--- src/rtl/msdap_pkg.sv ---
// msdap_pkg: constants and types shared by the MSDAP calc output path.
//   DATA_W      result width and number of bits per serial word
//   CNT_W       bit-counter width (2**CNT_W >= DATA_W)
//   ser_state_t serializer state encoding, also used by the dual-channel wrapper
package msdap_pkg;
  localparam int DATA_W = 40;
  localparam int CNT_W  = 6;

  typedef enum logic [0:0] {
    IDLE  = 1'b0,
    SHIFT = 1'b1
  } ser_state_t;
endpackage

--- src/rtl/calc_out_serializer_if.sv ---
// calc_out_serializer_if: result handoff from the calc datapath to the serializer.
//   loadValid  calc side presents a result on dataIn
//   dataIn     result word, two's complement, already shifted
//   inReady    serializer hold buffer is empty
// master = calc datapath, slave = serializer.
interface calc_out_serializer_if;
  import msdap_pkg::*;

  logic              loadValid;
  logic [DATA_W-1:0] dataIn;
  logic              inReady;

  modport master (output loadValid, output dataIn, input inReady);
  modport slave  (input loadValid, input dataIn, output inReady);
endinterface

--- src/rtl/out_hold_reg.sv ---
// out_hold_reg: one-entry valid/ready holding register.
//   Sclk, Reset         clock, synchronous active-high reset
//   loadValid, dataIn   write side; accepted only while inReady
//   inReady             register is empty
//   take                consumer drains the held word this cycle
//   holdValid, holdData held word
module out_hold_reg #(
  parameter int W = 40
) (
  input  logic         Sclk,
  input  logic         Reset,
  input  logic         loadValid,
  input  logic [W-1:0] dataIn,
  input  logic         take,
  output logic         inReady,
  output logic         holdValid,
  output logic [W-1:0] holdData
);

  assign inReady = !holdValid;

  // A drain needs holdValid=1, a load needs holdValid=0, so they never collide;
  // a load offered in the drain cycle is refused because inReady is still low.
  always_ff @(posedge Sclk) begin
    if (Reset) begin
      holdValid <= 1'b0;
      holdData  <= '0;
    end else if (take) begin
      holdValid <= 1'b0;
    end else if (loadValid && inReady) begin
      holdValid <= 1'b1;
      holdData  <= dataIn;
    end
  end

endmodule

--- src/rtl/calc_out_serializer.sv ---
// calc_out_serializer: sends each calc result MSB-first on Sout, framed by OutReady,
// starting on a frame pulse. A one-entry hold buffer accepts the next result while
// the current one is shifting.
//   Sclk, Reset     clock, synchronous active-high reset
//   ld (slave)      loadValid / dataIn / inReady result handoff
//   frame           one-cycle sample-period pulse
//   Sout, OutReady  serial data and its valid strobe (registered)
//   frameOverrun    sticky: frame arrived mid-word
//   underrun        sticky: frame arrived with nothing held (only with the macro)
// Build option CALC_OUT_UNDERRUN_ZERO_EN: a frame with an empty hold buffer sends a
// word of zeros and sets underrun; without it such a frame is ignored.
//
// state | meaning
// IDLE  | no word in flight, outputs low, waiting for frame
// SHIFT | word in flight, bitCnt counts DATA_W-1 down to 0
module calc_out_serializer
  import msdap_pkg::IDLE;
  import msdap_pkg::SHIFT;
#(
  parameter int DATA_W = msdap_pkg::DATA_W,
  parameter int CNT_W  = msdap_pkg::CNT_W
) (
  input  logic                 Sclk,
  input  logic                 Reset,
  calc_out_serializer_if.slave ld,
  input  logic                 frame,
  output logic                 Sout,
  output logic                 OutReady,
  output logic                 frameOverrun
`ifdef CALC_OUT_UNDERRUN_ZERO_EN
  ,
  output logic                 underrun
`endif
);

  localparam logic [0:0] S_IDLE  = IDLE;
  localparam logic [0:0] S_SHIFT = SHIFT;

  logic [0:0]        state;
  logic [CNT_W-1:0]  bitCnt;
  logic [DATA_W-1:0] shiftReg;
  logic [DATA_W-1:0] holdData;
  logic [DATA_W-1:0] startWord;
  logic              holdValid;
  logic              eow;
  logic              canStart;
  logic              take;
  logic              start;

  out_hold_reg #(.W(DATA_W)) u_hold (
    .Sclk      (Sclk),
    .Reset     (Reset),
    .loadValid (ld.loadValid),
    .dataIn    (ld.dataIn),
    .take      (take),
    .inReady   (ld.inReady),
    .holdValid (holdValid),
    .holdData  (holdData)
  );

  // Last bit of the word is being registered onto Sout this cycle; a frame here
  // chains the next word with no OutReady gap.
  assign eow       = (state == S_SHIFT) && (bitCnt == '0);
  assign canStart  = frame && ((state == S_IDLE) || eow);
  assign take      = canStart && holdValid;
  assign startWord = holdValid ? holdData : '0;

`ifdef CALC_OUT_UNDERRUN_ZERO_EN
  assign start = canStart;

  always_ff @(posedge Sclk) begin
    if (Reset)
      underrun <= 1'b0;
    else if (canStart && !holdValid)
      underrun <= 1'b1;
  end
`else
  assign start = take;
`endif

  // Sout/OutReady lag shiftReg by one register so the MSB appears the edge after frame.
  always_ff @(posedge Sclk) begin
    if (Reset) begin
      state        <= S_IDLE;
      bitCnt       <= '0;
      shiftReg     <= '0;
      Sout         <= 1'b0;
      OutReady     <= 1'b0;
      frameOverrun <= 1'b0;
    end else begin
      if (frame && (state == S_SHIFT) && (bitCnt != '0))
        frameOverrun <= 1'b1;

      if (state == S_SHIFT) begin
        Sout     <= shiftReg[DATA_W-1];
        OutReady <= 1'b1;
      end else begin
        Sout     <= 1'b0;
        OutReady <= 1'b0;
      end

      if (start) begin
        state    <= S_SHIFT;
        shiftReg <= startWord;
        bitCnt   <= CNT_W'(DATA_W - 1);
      end else if (state == S_SHIFT) begin
        if (eow) begin
          state <= S_IDLE;
        end else begin
          shiftReg <= shiftReg << 1;
          bitCnt   <= bitCnt - CNT_W'(1);
        end
      end
    end
  end

endmodule

--- src/flat_wrapper.sv ---
// flat-port wrapper written by rule: the top's interface ports become plain ports
module calc_out_serializer_flat import msdap_pkg::IDLE; import msdap_pkg::SHIFT;
#(
  parameter int DATA_W = msdap_pkg::DATA_W,
  parameter int CNT_W  = msdap_pkg::CNT_W
)
  (Sclk, Reset, frame, Sout, OutReady, frameOverrun, ld_loadValid, ld_dataIn, ld_inReady);
  calc_out_serializer_if ld_i ();
  input  logic Sclk;
  input  logic Reset;
  input  logic frame;
  output logic Sout;
  output logic OutReady;
  output logic frameOverrun;
  input wire logic [$bits(ld_i.loadValid)-1:0] ld_loadValid;
  input wire logic [$bits(ld_i.dataIn)-1:0] ld_dataIn;
  output wire logic [$bits(ld_i.inReady)-1:0] ld_inReady;
  assign ld_i.loadValid = ld_loadValid;
  assign ld_i.dataIn = ld_dataIn;
  assign ld_inReady = ld_i.inReady;
  calc_out_serializer #(.DATA_W(DATA_W), .CNT_W(CNT_W)) u_core (.Sclk(Sclk), .Reset(Reset), .ld(ld_i), .frame(frame), .Sout(Sout), .OutReady(OutReady), .frameOverrun(frameOverrun));
endmodule
--- config.mk ---
export PLATFORM = sky130hd
export DESIGN_NAME = calc_out_serializer_flat
export DESIGN_NICKNAME = d
export VERILOG_FILES = /design/src/rtl/msdap_pkg.sv /design/src/rtl/calc_out_serializer_if.sv /design/src/rtl/out_hold_reg.sv /design/src/rtl/calc_out_serializer.sv /design/src/flat_wrapper.sv
export SDC_FILE = /design/constraint.sdc
export NUM_CORES = 1
export LEC_CHECK = 0
export CAP_MARGIN = 20
export CORE_ASPECT_RATIO = 1.4
export CORE_UTILIZATION = 55
export DETAILED_ROUTE_END_ITERATION = 10
export GPL_TIMING_DRIVEN = 0
export PLACE_DENSITY = 0.87
export SLEW_MARGIN = 0
export SYNTH_ARGS = -nofsm -noshare
export SYNTH_HDL_FRONTEND = slang
export SYNTH_SLANG_ARGS = --single-unit
--- constraint.sdc ---
create_clock -name Sclk -period 1.85 [get_ports Sclk]
set_input_delay 0.37 -clock Sclk [delete_from_list [all_inputs] [get_ports Sclk]]
set_output_delay 0.37 -clock Sclk [all_outputs]
set_load 0.01 [all_outputs]
==> flow_summary.ini <==
[global_routing]
grt_max_degree = 14
grt_usage_pct = 26.5
grt_overflow = 0
grt_pass1_wl_mm = 15.2
antenna_found_initial = 0
first_global_vias = 3346

[critical_path]
cp.required_ps = 2060
start_kind = flip-flop
critPathKind = reg2reg
reg2reg_depth = 8
cp_max_fo = 5
path_cells = inv_2 > ha_4 > or3b_1 > buf_2 > o21ai_4 > buf_4 > buf_6 > a311oi_1
cp_slowest_cell = dfxtp_1
r2r_start = u_core.bitCnt[1]
cp.arrival_ps = 2010
cp-end-kind = flip-flop
slowest_delay_ps = 340
r2r_end = u_core.shiftReg[12]
r2r_setup_slack_ps = 50

[layout]
area_delta_synth_final_pct = 21.6
nets = 568
fin_cells = 619
drive_gt1_share_pct = 8.54
n_antenna_cell = 0

[min_path]
min_from = u_core.u_hold.holdData[38]
min_path_type = reg2reg
min_to = u_core.u_hold.holdData[38]
min_path_cells = 2

[floorplanning]
rows = 35
start_util_pct = 57.3
core_sq_um = 6610
dieArea_sq_um = 7230
die_w_um = 72.1
ioPinCount = 48
dieHeight_um = 100

[logic_synthesis]
syn_nets = 503
synthTopCellsByArea = dfxtp_1, nand2_1, a311oi_1, a211oi_1, a21oi_1
synth_area_per_cell_sq_um = 8.27
async_flop_share_pct = 0
seq_area_frac_synth_pct = 48.1
ys_seq_elements = 91
synthDistinctLibCells = 37
synth_ff_type = dfxtp_1
ys_warn_count = 0
yosysTopAreaCell = dfxtp_1
yosysTopAreaCellShare_pct = 48.1
yosysMostFrequentCell = nand2_1
syn_area_sq_um = 3790
yosys-top-cells-count = nand2_1, dfxtp_1, a21oi_1
synth_edf_count = 0
syn_inst = 458

[pwr]
leakagePower_nw = 1.55
ir_drop_mv = 0.542
power_frac_clock_pct = 28.5
pwr-share-comb_pct = 18.2
p_seq_share_pct = 53.4
power_mw = 4.07
p_int_mw = 2.91
swShare_pct = 28.5
p_per_area_nw_per_um2 = 883
p_sw_mw = 1.16

[clock_tree]
clk_latency_ps = 340
hold_buffers = 0
cts.reportedPaths.clkPinSlew_ps = 80
numCtsBuffers = 9
cts_tree = yes
clock-sinks = 91
htreeDepth = 3
clock_path_buffers = 2
root_buffer = clkbuf_8

[sta]
period_share_pct = 97.1
finClkSkew_ps = 5.51
slew_headroom_pct = 65.5
period_needed_ps = 1800
slew_viol_final = 0
rsz0062_at_grt = true
final-hold-violation-count = 0
tightest_slew_ps = 517
setup_violations = 0
clock.fmax_ghz = 0.557
hold_slack_ps = 457

[placed_design]
dp.cells = 596
port_buffers = 46
gp_congestion = 0.890
dp_hpwl_mm = 6.02

[detailed_routing]
first_pass_iters = 5
dr_wl_met3_um = 478
postRouteAntennaNets = 0
dr.max_layer_used = met4
routedWlPerCell_um = 14.6
vias = 3586
met1_length_mm = 3.85
drc = 0
dr_wl_met2_mm = 4.52
wl_mm = 9.04
vias_per_cell = 5.79
dr.first_iter.drc_count = 366

[job]
drv_cap = 0

[status]
outcome = finished clean
[registers in the layout (all words and copies together) (netlist names)]
name	flops
u_core.shiftReg	40
u_core.u_hold.holdValid	1
u_core.u_hold.holdData	40
u_core.state	1
u_core.OutReady	1
u_core.bitCnt	6
u_core.frameOverrun	1
u_core.Sout	1
[layer usage]
metal  GRT usage [%]  up-vias
met5               0        -
met4            15.1        0
met3            5.52       15
met2            41.6      137
met1            33.6     1670
li1                -     1764
[how the worst max path moves through the flow]
stage | cells after the start | slack (ps) | from | to
after floorplan | 7 | 200 | u_core.bitCnt[0] | u_core.shiftReg[35]
after global placement | 6 | -90 | frame | u_core.shiftReg[11]
after detailed placement | 6 | -150 | frame | u_core.shiftReg[31]
after CTS | 7 | 10 | u_core.bitCnt[0] | u_core.shiftReg[31]
after global routing | 8 | -20 | u_core.bitCnt[0] | u_core.shiftReg[20]
final | 8 | 50 | u_core.bitCnt[1] | u_core.shiftReg[12]
[power groups by stage]
stage	registers [mW]	logic [mW]	clock network, mW
after CTS	2.17	0.700	1.17
after global routing	2.19	0.810	1.26
final	2.17	0.739	1.16
after global placement	2.20	0.679	0
after floorplan	2.19	0.466	0
after detailed placement	2.21	0.695	0
[critical path: cells and delay by family, from the launching register on]
family,cells,cell delay (ps)
adders and majority gates,1,150
buffers and inverters,4,550
AOI/OAI and AO/OA,2,290
and+or+nand+nor,1,340
DFF,1,340
[logic make-up (layout without fill, tap and decap cells)]
family | after synthesis | in the layout | synth area share (%)
DFF | 91 | 91 | 48.1
AOI/OAI and AO/OA | 136 | 136 | 25.9
adders and majority gates | 1 | 1 | 0.330
and+or+nand+nor | 178 | 178 | 19.1
buffers and inverters | 50 | 119 | 6.11
xor gates and xnor gates | 1 | 1 | 0.231
muxes | 1 | 1 | 0.264
[cell usage in the layout, fill, tap and decap left out, drive strengths merged, types with 2 or more instances in the layout]
master / instances
o211ai: 2
o311ai: 3
clkbuf: 41
dfxtp: 91
inv: 5
nand2: 160
clkdlybuf4s50: 46
a21oi: 44
a211oi: 42
a311oi: 39
buf: 24
nor2: 4
nor2b: 2
clkinv: 3
[what timing repair did]
item / CTS / global route
pin swaps: 1 / 2
setup buffers: 1 / 4
cloned: 0 / 3
endpoints found under the setup margin: 40 / 43
endpoints found under the hold margin: 0 / 0
gates resized for setup: 0 / 11
[through the flow]
stage / TNS [ps] / area, sq um / utilization (%) / worst slack, ps
6_report: 0 / 4610 / 69.7 / 54.4
5_1_grt: -83.2 / 4610 / 69.7 / -17.7
4_1_cts: 0 / 4530 / 68.5 / 13.0
3_5_place_dp: -6550 / 4360 / 66.0 / -154
3_3_place_gp: -4210 / 4360 / 66.0 / -90.0
2_1_floorplan: 0 / 3790 / - / 198
[cell type report]
type,instances,area [sq um]
plain buffers,45,213
multi-input cells,317,1750
flip-flops and latches,91,1820
clock buffers,12,145
fillers,532,2010
inverters,5,18.8
well taps,92,115
repair buffers,54,524
clock inverters,3,15.0
Power figures use the tool's default switching activity.
